File: config.mk
export PLATFORM = sky130hd
export DESIGN_NAME = prog_loader
export DESIGN_NICKNAME = d
export VERILOG_FILES = /design/src/rtl/prog_loader.sv
export SDC_FILE = /design/constraint.sdc
export NUM_CORES = 1
export LEC_CHECK = 0
export ABC_AREA = 1
export BUFFER_PORTS_ARGS = -buffer_cell sky130_fd_sc_hd__buf_4
export CAP_MARGIN = 10
export CORE_ASPECT_RATIO = 0.75
export CORE_UTILIZATION = 57
export CTS_CLUSTER_DIAMETER = 100
export DETAILED_ROUTE_END_ITERATION = 12
export PLACE_DENSITY = 0.87
export SYNTH_ARGS = -nofsm -noshare
export SYNTH_HDL_FRONTEND = slang
export SYNTH_SLANG_ARGS = --single-unit
File: constraint.sdc
create_clock -name clk -period 4.5 [get_ports clk]
set_input_delay 0.9 -clock clk [delete_from_list [all_inputs] [get_ports clk]]
set_output_delay 0.9 -clock clk [all_outputs]
set_load 0.01 [all_outputs]
File: src/rtl/prog_loader.sv
`default_nettype none
// ============================================================================
// Module   : prog_loader
// Purpose  : Streams a NUM_CORES*PROG_WORDS program image from memory into
//            per-core instruction memories, derives each core's program
//            length from its trailing zero words, then releases the cores.
// Revision : 1.0  initial release
// ============================================================================
module prog_loader #(
  parameter int NUM_CORES  = 12,
  parameter int PROG_WORDS = 15
) (
  input  logic        clk,
  input  logic        rst,
  input  logic        start,
  input  logic        abort,
  output logic        mem_rd,
  output logic [7:0]  mem_addr,
  input  logic [15:0] mem_rdata,
  output logic        core_we,
  output logic [3:0]  core_sel,
  output logic [3:0]  core_waddr,
  output logic [15:0] core_wdata,
  output logic        plen_we,
  output logic [3:0]  plen_sel,
  output logic [3:0]  plen,
  output logic        cores_run,
  output logic        busy,
  output logic        done
);

  localparam logic [1:0] S_IDLE  = 2'd0;
  localparam logic [1:0] S_LOAD  = 2'd1;
  localparam logic [1:0] S_FLUSH = 2'd2;
  localparam logic [1:0] S_RUN   = 2'd3;

  localparam logic [7:0] LAST_K    = 8'(NUM_CORES * PROG_WORDS - 1);
  localparam logic [3:0] LAST_SLOT = 4'(PROG_WORDS - 1);

  // Read side: state, flat word counter and its core/slot decomposition
  // (kept as separate counters so no divider is needed).
  logic [1:0]  state_q, state_d;
  logic [7:0]  k_q, k_d;
  logic [3:0]  rd_core_q, rd_core_d;
  logic [3:0]  rd_slot_q, rd_slot_d;
  // Write side: one cycle behind the read, aligned with mem_rdata.
  logic        wr_vld_q, wr_vld_d;
  logic [3:0]  wr_sel_q, wr_sel_d;
  logic [3:0]  wr_slot_q, wr_slot_d;
  // Running program length of the core currently being written.
  logic [3:0]  acc_q, acc_d;
  logic [3:0]  acc_new;
  // Program-length stage: one cycle behind the last write of a core.
  logic        plen_vld_q, plen_vld_d;
  logic [3:0]  plen_sel_q, plen_sel_d;
  logic [3:0]  plen_val_q, plen_val_d;
  logic        done_q, done_d;

  // Next-state logic for the sequencer and the write/plen pipeline.
  always_comb begin
    state_d    = state_q;
    k_d        = k_q;
    rd_core_d  = rd_core_q;
    rd_slot_d  = rd_slot_q;
    wr_vld_d   = 1'b0;
    wr_sel_d   = wr_sel_q;
    wr_slot_d  = wr_slot_q;
    acc_d      = acc_q;
    plen_vld_d = 1'b0;
    plen_sel_d = plen_sel_q;
    plen_val_d = plen_val_q;
    done_d     = 1'b0;

    // Slot 0 starts a fresh core; any nonzero word extends the length.
    acc_new = (wr_slot_q == 4'd0) ? 4'd0 : acc_q;
    if (mem_rdata != 16'h0000) begin
      acc_new = wr_slot_q + 4'd1;
    end

    case (state_q)
      S_IDLE, S_RUN: begin
        if (start) begin
          state_d   = S_LOAD;
          k_d       = 8'd0;
          rd_core_d = 4'd0;
          rd_slot_d = 4'd0;
        end
      end
      S_LOAD: begin
        wr_vld_d  = ~abort;
        wr_sel_d  = rd_core_q;
        wr_slot_d = rd_slot_q;
        if (abort) begin
          state_d = S_IDLE;
          k_d     = 8'd0;
        end else if (k_q == LAST_K) begin
          state_d = S_FLUSH;
          k_d     = 8'd0;
        end else begin
          k_d = k_q + 8'd1;
          if (rd_slot_q == LAST_SLOT) begin
            rd_slot_d = 4'd0;
            rd_core_d = rd_core_q + 4'd1;
          end else begin
            rd_slot_d = rd_slot_q + 4'd1;
          end
        end
      end
      S_FLUSH: begin
        // k doubles as the two-cycle drain counter here.
        if (abort) begin
          state_d = S_IDLE;
          k_d     = 8'd0;
        end else if (k_q[0]) begin
          state_d = S_RUN;
          k_d     = 8'd0;
          done_d  = 1'b1;
        end else begin
          k_d = 8'd1;
        end
      end
      default: state_d = S_IDLE;
    endcase

    if (wr_vld_q) begin
      acc_d = acc_new;
      if (wr_slot_q == LAST_SLOT) begin
        plen_vld_d = ~abort;
        plen_sel_d = wr_sel_q;
        plen_val_d = acc_new;
      end
    end
  end

  // State registers; reset drops any in-flight write or plen strobe.
  always_ff @(posedge clk or posedge rst) begin
    if (rst) begin
      state_q    <= S_IDLE;
      k_q        <= 8'd0;
      rd_core_q  <= 4'd0;
      rd_slot_q  <= 4'd0;
      wr_vld_q   <= 1'b0;
      wr_sel_q   <= 4'd0;
      wr_slot_q  <= 4'd0;
      acc_q      <= 4'd0;
      plen_vld_q <= 1'b0;
      plen_sel_q <= 4'd0;
      plen_val_q <= 4'd0;
      done_q     <= 1'b0;
    end else begin
      state_q    <= state_d;
      k_q        <= k_d;
      rd_core_q  <= rd_core_d;
      rd_slot_q  <= rd_slot_d;
      wr_vld_q   <= wr_vld_d;
      wr_sel_q   <= wr_sel_d;
      wr_slot_q  <= wr_slot_d;
      acc_q      <= acc_d;
      plen_vld_q <= plen_vld_d;
      plen_sel_q <= plen_sel_d;
      plen_val_q <= plen_val_d;
      done_q     <= done_d;
    end
  end

  // Outputs: strobes from state, data/address forced to 0 when not strobed.
  always_comb begin
    mem_rd     = (state_q == S_LOAD);
    mem_addr   = mem_rd ? k_q : 8'd0;
    core_we    = wr_vld_q;
    core_sel   = wr_vld_q ? wr_sel_q : 4'd0;
    core_waddr = wr_vld_q ? wr_slot_q : 4'd0;
    core_wdata = wr_vld_q ? mem_rdata : 16'h0000;
    plen_we    = plen_vld_q;
    plen_sel   = plen_vld_q ? plen_sel_q : 4'd0;
    plen       = plen_vld_q ? plen_val_q : 4'd0;
    busy       = (state_q == S_LOAD) || (state_q == S_FLUSH);
    cores_run  = (state_q == S_RUN);
    done       = done_q;
  end

endmodule
`default_nettype wire

==> impl_results.md <==
* Clk buf depth at 2
* Gr ovfl total at 0
* Clock Skew at 0.00584 ns
* Gate count after technology mapping at 351
* Critical path class: reg2out
* Clock Sinks at 41
* Worst endpoint required time at 3.60 ns
* Global Route Usage Sum at 25.7%
* I/O Pins at 66
* Crit path capture: mem_addr[4]
* Crit-path most repeated cell: inv_1
* Cells on worst reg2reg path at 6
* Worst path max stage delay at 0.87 ns
* CTS tree: built
* P_leak at 1.85 nW
* Synthesized Nets at about 380
* Total die area at 4610 µm²
* Final nets at 446
* Slew @ Worst Pin at 1.09 ns
* Post-Syn Area at 2470 µm²
* # resized after CTS at 0
* Post-CTS setup buffers at 0
* Synth Register Bits at 41
* CP max FO at 33
* Initial Utilization at 60.2%
* Setup slack at placement at 1.89 ns
* Seq/Total Area, Yosys at 41.5%
* Synth warn at 0
* TNS Setup at 0 ns
* Crit Reg-Reg Endpoint: k_q[4]
* First-pass DRT Iterations at 5
* Max IR drop VDD at 0.000467 V
* Min-delay worst type: reg2reg
* Residual DRC at 0
* Clock slew at reported path FFs at 0.08 ns
* Final core occ at 75.1%
* Largest net degree at the start of global routing at 42
* Fin Hold WS at about 0.49 ns
* Slew HR at 27.5%
* Worst reg2reg startpoint: state_q[1]
* 1st-iter DRT viols at 158
* Period utilization at 64.9%
* First-pass GRT wire length at 9170 µm
* # rows at 20
* Port Buffers at 65
* # setup viols final at 0
* Antenna violations before repair at 0
* Max Cap Viol at 0
* Clk_lat worst skew at 0.30 ns
* Syn-to-layout area delta at 24.7%
* Synth cell types at 24
* Share of layout cells above drive strength 1 at 22.3%
* CP Cell Sequence: inv_1 > ha_1 > nand2_1 > inv_1 > buf_4
* Final cell count without fillers at 472
* Max-slew violations at 0
* Placed Cells at 464
* Final hold violation count at 0
* P per Cell Area at 418 nW/µm²
* Via density at 4.87
* CP Data Arrival Time at 2.02 ns
* Cts bufs inserted at 5
* Status: completed
* Fmax at 0.343 GHz
* Die height at 59.0 µm
* Die width at 78.0 µm
* Final WL at 5380 µm
* Ant. Diodes at 0
* RSZ-0062 raised after global routing: no
* Global placer's final weighted congestion at 0.803
* CP Capture Type: primary output
* Startpoint types: flip-flop
* Vias in the first global route at 2,122
* Core footprint at just over 4000 µm²
* Crit-path slowest cell: ha_1
* Min Clock Period, post-route at just under 3 ns
* Vias at 2,299
* Final antenna-violating net count at 0
* DR WL/cell at 11.4 µm
* Synthesized area per cell at 7.04 µm²
* Register-to-register setup slack at 2.25 ns
* Worst Setup Slack, final at 1.58 ns
* Clk root buf: clkbuf_8
* Detailed Place HPWL at 4030 µm
* Setup crit start: state_q[1]
* Hold_buf cts at 0
* H-Tree Level Count at 2
## area by class of cell
type	count	area [µm²]
inverter	64	240
timing repair buffer	66	495
clock inverter	2	10.0
clock buffer	6	72.6
fill	332	1020
tap	55	68.8
multi-input combinational	238	1170
sequential	41	1030
## state kept, by name, indices dropped and copies added, names as in the netlist
register,count
wr_slot_q,4
core_we,1
plen_val_q,4
done,1
rd_core_q,4
wr_sel_q,4
plen_we,1
k_q,8
state_q,2
plen_sel_q,4
acc_q,4
rd_slot_q,4
## cell families (layout without fill, tap and decap cells)
| logic type | after synthesis | in the layout | share of synthesized area (%) |
|---|---|---|---|
| xor gates and xnor gates | 6 | 6 | 2.13 |
| DFF | 41 | 41 | 41.5 |
| buffers and inverters | 72 | 138 | 11.2 |
| and+or+nand+nor | 193 | 193 | 33.7 |
| AOI/OAI and AO/OA | 29 | 29 | 6.38 |
| adders and majority gates | 10 | 10 | 5.06 |
## worst max-delay path, delay by kind of cell (launching register included)
family                     cells  cell delay (ns)
buffers and inverters          3             0.29
DFF                            1             0.42
adders and majority gates      1             0.87
and+or+nand+nor                1             0.14
## where the power goes
group	leakage, nW	switching, W	total (W)	internal [W]
registers	0.538	0.0000982	0.000533	0.000435
clock network	0.0450	0.000121	0.000228	0.000107
logic	1.27	0.000323	0.000527	0.000204
## synthesized netlist by cell type
cell type | instances | share of area, %
o21bai_1 | 2 | 0.61
nand2_2 | 2 | 0.51
nand3_2 | 5 | 2.0
o21ai_0 | 17 | 3.4
nor3_2 | 1 | 0.41
nand2_1 | 136 | 21
ha_1 | 10 | 5.1
buf_1 | 2 | 0.30
a21oi_1 | 1 | 0.20
nand3_1 | 17 | 3.4
clkbuf_1 | 1 | 0.15
nor2_4 | 1 | 0.46
a21boi_0 | 3 | 0.91
xor2_1 | 4 | 1.4
o21ai_1 | 6 | 1.2
inv_1 | 62 | 9.4
xnor2_1 | 2 | 0.71
inv_2 | 2 | 0.30
nand4_1 | 6 | 1.5
buf_2 | 5 | 1.0
nor2_1 | 16 | 2.4
dfrtp_1 | 41 | 42
nor2_2 | 6 | 1.5
or2_2 | 3 | 0.76
## placed cells by master, fill, tap and decap left out, drive strengths merged
master  Yosys  final
clkinv      0      2
o21bai      2      2
inv        64     64
or2         3      3
a21boi      3      3
nor2       23     23
nand4       6      6
dfrtp      41     41
xor2        4      4
clkbuf      1      6
nand2     138    138
nand3      22     22
a21oi       1      1
nor3        1      1
buf         7     66
xnor2       2      2
ha         10     10
o21ai      23     23
## layer usage
metal  GRT usage, %  up-vias  wire (µm)
met5              0        -          0
met4           7.94        0         51
met3           7.69        9        372
met2           43.6       70       2520
met1           32.2     1032       2440
li1               -     1188          -
## metrics by stage
| stage | instance area (µm²) | total power, W |
|---|---|---|
| finish | 3080 | 0.00129 |
| global placement | 3000 | 0.00104 |
| floorplan | 2470 | 0.000879 |
| detailed placement | 3000 | 0.00106 |
| CTS | 3080 | 0.00129 |
| global route | 3080 | 0.00139 |
## how the worst min path moves through the flow
stage / endpoint / cells after the start / slack [ns] / startpoint
after detailed placement: acc_q[1] / 2 / 0.47 / acc_q[1]
after floorplan: acc_q[0] / 2 / 0.44 / acc_q[0]
final: acc_q[1] / 2 / 0.49 / acc_q[1]
after global placement: acc_q[3] / 2 / 0.46 / acc_q[3]
after global routing: plen_sel_q[0] / 2 / 0.51 / plen_sel_q[0]
after CTS: acc_q[1] / 2 / 0.48 / acc_q[1]
Note: power is estimated with default switching activity, not from simulation.
